`config.mk`:
```
export PLATFORM = sky130hd
export DESIGN_NAME = div_mod_sequencer
export DESIGN_NICKNAME = d
export VERILOG_FILES = /design/src/rtl/div_mod_sequencer.sv
export SDC_FILE = /design/constraint.sdc
export NUM_CORES = 1
export LEC_CHECK = 0
export CAP_MARGIN = 20
export CELL_PAD_IN_SITES_DETAIL_PLACEMENT = 1
export CELL_PAD_IN_SITES_GLOBAL_PLACEMENT = 1
export CORE_ASPECT_RATIO = 0.6
export CORE_MARGIN = 1
export CORE_UTILIZATION = 39
export CTS_CLUSTER_SIZE = 12
export DETAILED_ROUTE_END_ITERATION = 16
export HOLD_SLACK_MARGIN = 0.05
export PLACE_DENSITY = 0.79
export SLEW_MARGIN = 20
export SYNTH_ARGS = -nofsm -noshare
export SYNTH_HDL_FRONTEND = slang
export SYNTH_SLANG_ARGS = --single-unit
```
`constraint.sdc`:
```
create_clock -name clk -period 3.8 [get_ports clk]
set_input_delay 0.38 -clock clk [delete_from_list [all_inputs] [get_ports clk]]
set_output_delay 0.38 -clock clk [all_outputs]
set_load 0.01 [all_outputs]
```
`src/rtl/div_mod_sequencer.sv`:
```
// div_mod_sequencer: multi-cycle unsigned DIV/MOD controller for the EX stage.
// It runs a restoring division one quotient bit per cycle, MSB first, and
// holds the pipeline stalled while it iterates. It then pulses done for one
// cycle, with the quotient (DIV) or the remainder (MOD) on result.
// Optional feature macro: DIV_ZERO_TRAP_EN. When it is defined, a zero
// divisor skips the iteration and is reported on div_zero.
module div_mod_sequencer #(
  parameter int WIDTH = 32,
  parameter int CNT_W = 6
) (
  input  logic             clk,
  input  logic             rst,
  input  logic             start,
  input  logic [2:0]       alu_ctrl,
  input  logic [WIDTH-1:0] src_a,
  input  logic [WIDTH-1:0] src_b,
  input  logic             flush,
  output logic             stall,
  output logic             busy,
  output logic             done,
  output logic [WIDTH-1:0] result,
  output logic             div_zero
);

  localparam logic [2:0] OP_DIV = 3'b011;
  localparam logic [2:0] OP_MOD = 3'b100;

  typedef enum logic [1:0] {
    S_IDLE = 2'd0,
    S_RUN  = 2'd1,
    S_DONE = 2'd2
  } state_t;

  state_t             state_q;
  logic               is_mod_q;   // latched op: 1 = MOD, 0 = DIV
  logic [WIDTH-1:0]   dvd_q;      // dividend shifts out MSB-first, quotient shifts in at LSB
  logic [WIDTH-1:0]   dvs_q;      // latched divisor
  logic [WIDTH:0]     rem_q;      // partial remainder
  logic [CNT_W-1:0]   count_q;
  logic               done_q;
  logic [WIDTH-1:0]   result_q;

  logic               is_divmod;
  logic               accept;
  logic [WIDTH:0]     rem_shift;
  logic               qbit;
  logic [WIDTH:0]     rem_d;
  logic [WIDTH-1:0]   dvd_d;

  assign is_divmod = (alu_ctrl == OP_DIV) || (alu_ctrl == OP_MOD);
  assign accept    = start && is_divmod && (state_q == S_IDLE) && !flush;

  // stall covers the accept cycle combinationally so the EX instruction freezes immediately
  assign stall  = accept || (state_q == S_RUN);
  assign busy   = (state_q != S_IDLE);
  assign done   = done_q;
  assign result = result_q;

  // One restoring-division step: shift in the next dividend bit, subtract if it fits.
  // The rem_q MSB stays zero, because the remainder is always below the divisor.
  // It is ORed into the compare so that the bit has a consumer.
  always_comb begin
    rem_shift = {rem_q[WIDTH-1:0], dvd_q[WIDTH-1]};
    qbit      = rem_q[WIDTH] || (rem_shift >= {1'b0, dvs_q});
    rem_d     = qbit ? (rem_shift - {1'b0, dvs_q}) : rem_shift;
    dvd_d     = {dvd_q[WIDTH-2:0], qbit};
  end

`ifdef DIV_ZERO_TRAP_EN
  logic div_zero_q;
  assign div_zero = div_zero_q;
`else
  assign div_zero = 1'b0;
`endif

  // Sequencer FSM with the datapath and the registered done/result outputs
  always_ff @(posedge clk or posedge rst) begin
    if (rst) begin
      state_q    <= S_IDLE;
      is_mod_q   <= 1'b0;
      dvd_q      <= '0;
      dvs_q      <= '0;
      rem_q      <= '0;
      count_q    <= '0;
      done_q     <= 1'b0;
      result_q   <= '0;
`ifdef DIV_ZERO_TRAP_EN
      div_zero_q <= 1'b0;
`endif
    end else begin
      done_q <= 1'b0;
      unique case (state_q)
        S_IDLE: begin
          if (accept) begin
            is_mod_q <= (alu_ctrl == OP_MOD);
            dvd_q    <= src_a;
            dvs_q    <= src_b;
            rem_q    <= '0;
            count_q  <= CNT_W'(WIDTH - 1);
`ifdef DIV_ZERO_TRAP_EN
            if (src_b == '0) begin
              // A zero divisor short-circuits to DONE with the architectural fallback values
              state_q    <= S_DONE;
              done_q     <= 1'b1;
              div_zero_q <= 1'b1;
              result_q   <= (alu_ctrl == OP_MOD) ? src_a : '1;
            end else begin
              state_q    <= S_RUN;
              div_zero_q <= 1'b0;
            end
`else
            state_q <= S_RUN;
`endif
          end
        end
        S_RUN: begin
          if (flush) begin
            // The killed op leaves result untouched and raises no done
            state_q <= S_IDLE;
          end else begin
            dvd_q <= dvd_d;
            rem_q <= rem_d;
            if (count_q == '0) begin
              state_q  <= S_DONE;
              done_q   <= 1'b1;
              result_q <= is_mod_q ? rem_d[WIDTH-1:0] : dvd_d;
            end else begin
              count_q <= count_q - 1'b1;
            end
          end
        end
        S_DONE: begin
          // flush is ignored here: the result is already committed
          state_q <= S_IDLE;
        end
        default: state_q <= S_IDLE;
      endcase
    end
  end

endmodule

```
==> out/qor.yml <==
cpPeakStageDelay_ns: 0.59
antenna_found_initial: 0
drc: 0
root_buffer: "clkbuf_16"
cts_tree: "yes"
finalWeightedCongestion: 0.9185
fillers: 2287
cts_sinks: 139
slew_viol_final: 0
syn-num-nets: 965
power.internal_uw: 4446
end_kind: "flip-flop"
finalPower_uw: 7805
core_area_mm2: 0.02007
grt.total_usage: 0.2395
cts-resized-gates: 0
grt_pass1_wl_um: 39630
fp.dieH_um: 113.0
worst_pin_slew_ns: 0.9035
drtIter0Drc: 458
hold_violations: 0
clock_skew_ns: 0.01112
synth-edff-count: 0
critPathKind: "flip-flop to flip-flop"
vias: 6834
outcome: "finished clean"
wl_um: 23800
cts_buffers: 17
synthArstFlopShare: 1.000
p_leak_uw: 0.004603
final_common_cell: "dfrtp_1"
netSwitchingFraction: 0.4303
ir_drop_mv: 0.4847
clk_pin_slew_ns: 0.06
rows: 40
synth_flop_cell: "dfrtp_1"
reg2reg_from: "rem_q[18]$_DFFE_PP0P_"
grt_max_degree: 90
clock_path_buffers: 2
dieArea_mm2: 0.02111
final_cell_mix: "dfrtp_1, o21ai_0, clkdlybuf4s50_1"
power_frac_comb: 0.505
netlist_area_mm2: 0.008001
synth_seq_cells: 139
synth_warnings: 0
num_antenna_cells: 0
crit_fanout: 15
relSlewSlack: 0.3962
layout_min_cycle_time_ns: 3.510
seqPwrFrac: 0.280
wire_per_inst_um: 19.32
ant_nets: 0
synth.avg_cell_area_um2: 9.315
boundaryPins: 107
worstPathArrival_ns: 3.79
place_inst: 1200
cts_setup_buffers: 0
die_x_um: 186.9
synth_cells: 859
drive_gt1_frac: 0.09802
hp-class: "primary input to async pin"
ctsHoldBuffers: 0
start_util: 0.3987
final_cell_count_no_fill: 1232
worstPathRequired_ns: 4.08
start_kind: "flip-flop"
grt_pass1_vias: 7206
switchingPower_uw: 3358
r2r_slack_ns: 0.29
powerDensity_mw_per_mm2: 785.9
fin_crit_sh: 0.9236
port_buffers: 105
pwr-share-clk: 0.215
cts-htree-levels: 4
viasPerCell: 5.547
gr-total-overflow: 0
ys_types: 63
crit_slowest_cell: "or4_1"
nNetsFinal: 1052
r2r_end: "result[27]$_DFFE_PP0P_"
ys_seq_area_frac: 0.4347
tns_ns: 0
crit_chain: "ha_1, nand4_1, or2_1, or4_1, o31ai_2, nor2_1, o41ai_4, buf_4, inv_2, a311oi_1, o22ai_1"
fmax_ghz: 0.2849
hpwl_um: 17140
drv_cap: 0
drtPass1Iterations: 5
finalSetupViolations: 0
clock_latency_ns: 0.43
ff2ff_path_depth: 11
area_growth_pct: 24.11
==> area by class of cell <==
| type | count | area [µm²] | share of cell area |
|---|---|---|---|
| repair buffers | 121 | 1204 | 0.1212 |
| flip-flops and latches | 139 | 3478 | 0.3503 |
| well taps | 273 | 341.6 | 0.03440 |
| multi-input cells | 625 | 4167 | 0.4196 |
| clock inverters | 11 | 118.9 | 0.01197 |
| inverters | 42 | 161.4 | 0.01625 |
| clock buffers | 21 | 460.4 | 0.04637 |
==> synth_stat cells (all sizes together) (12+ instances only) <==
master	n	share of area
xor2	20	0.022
mux2i	44	0.055
o21ai	132	0.083
nor2	23	0.011
buf	12	0.0088
a21o	18	0.017
nand2	85	0.040
dfrtp	139	0.43
inv	42	0.020
ha	34	0.053
nor3b	28	0.026
a21oi	68	0.043
nand3	35	0.022
clkbuf	41	0.019
mux2	33	0.046
==> sequential cells by signal (all words and copies together) (netlist names) <==
name / flops
count_q: 6
done: 1
dvd_q: 32
dvs_q: 32
is_mod_q: 1
rem_q: 33
result: 32
state_q: 2
==> critical path, delay by kind of cell (launching register included) <==
family          cells  cell delay, ns
simple gates        4            1.20
fa+ha+maj           1            0.45
flops               1            0.41
buf+inv             2            0.41
compound gates      4            0.88
==> power groups by stage <==
stage	registers, µW	logic [µW]	clock network (µW)
floorplan	2090	2860	0
global placement	2190	3710	0
detailed placement	2210	3810	0
CTS	2190	3890	1710
global route	2240	4420	1770
finish	2180	3940	1680
==> through the flow <==
| step | utilization | setup WS, ns | hold slack [ns] | cell area [µm²] |
|---|---|---|---|---|
| final | 0.4948 | 0.2904 | 0.3397 | 9931 |
| after global routing | 0.4948 | -0.001785 | 0.3917 | 9931 |
| after CTS | 0.4941 | 0.03847 | 0.3515 | 9916 |
| after detailed placement | 0.4652 | 0.2174 | 0.4872 | 9336 |
| after global placement | 0.4652 | 0.2476 | 0.4808 | 9336 |
| after floorplan | - | 0.8050 | 0.4573 | 8005 |
==> worst max path at each step <==
stage,slack (ns),cells after the start,startpoint,endpoint
6_report,0.29,11,rem_q[18]$_DFFE_PP0P_,result[27]$_DFFE_PP0P_
5_1_grt,-0.002,10,rem_q[18]$_DFFE_PP0P_,result[3]$_DFFE_PP0P_
4_1_cts,0.04,9,rem_q[19]$_DFFE_PP0P_,result[3]$_DFFE_PP0P_
3_5_place_dp,0.22,9,rem_q[19]$_DFFE_PP0P_,result[3]$_DFFE_PP0P_
3_3_place_gp,0.25,9,rem_q[19]$_DFFE_PP0P_,result[3]$_DFFE_PP0P_
2_1_floorplan,0.81,13,dvd_q[31]$_DFFE_PP0P_,rem_q[28]$_DFFE_PP0P_
==> routing by layer <==
layer	track usage	vias up	wire length, µm
li1	-	3230	-
met3	0.04901	34	1086
met1	0.3353	3400	11510
met2	0.3731	170	10830
met4	0.07650	0	381
met5	0	-	0
==> logic make-up (layout without fill, tap and decap cells) <==
logic type / Yosys count / in the layout / share of synthesized area
other: 1 / 1 / 0.0004687
multiplexers: 77 / 77 / 0.1015
AND/OR/NAND/NOR: 219 / 219 / 0.1356
XOR/XNOR: 31 / 31 / 0.03393
buffers and inverters: 95 / 195 / 0.04769
flip-flops: 139 / 139 / 0.4347
adder cells (fa/ha/maj): 35 / 35 / 0.05567
AO/OA/AOI/OAI: 262 / 262 / 0.1905
Note: power is estimated with default switching activity, not from simulation.
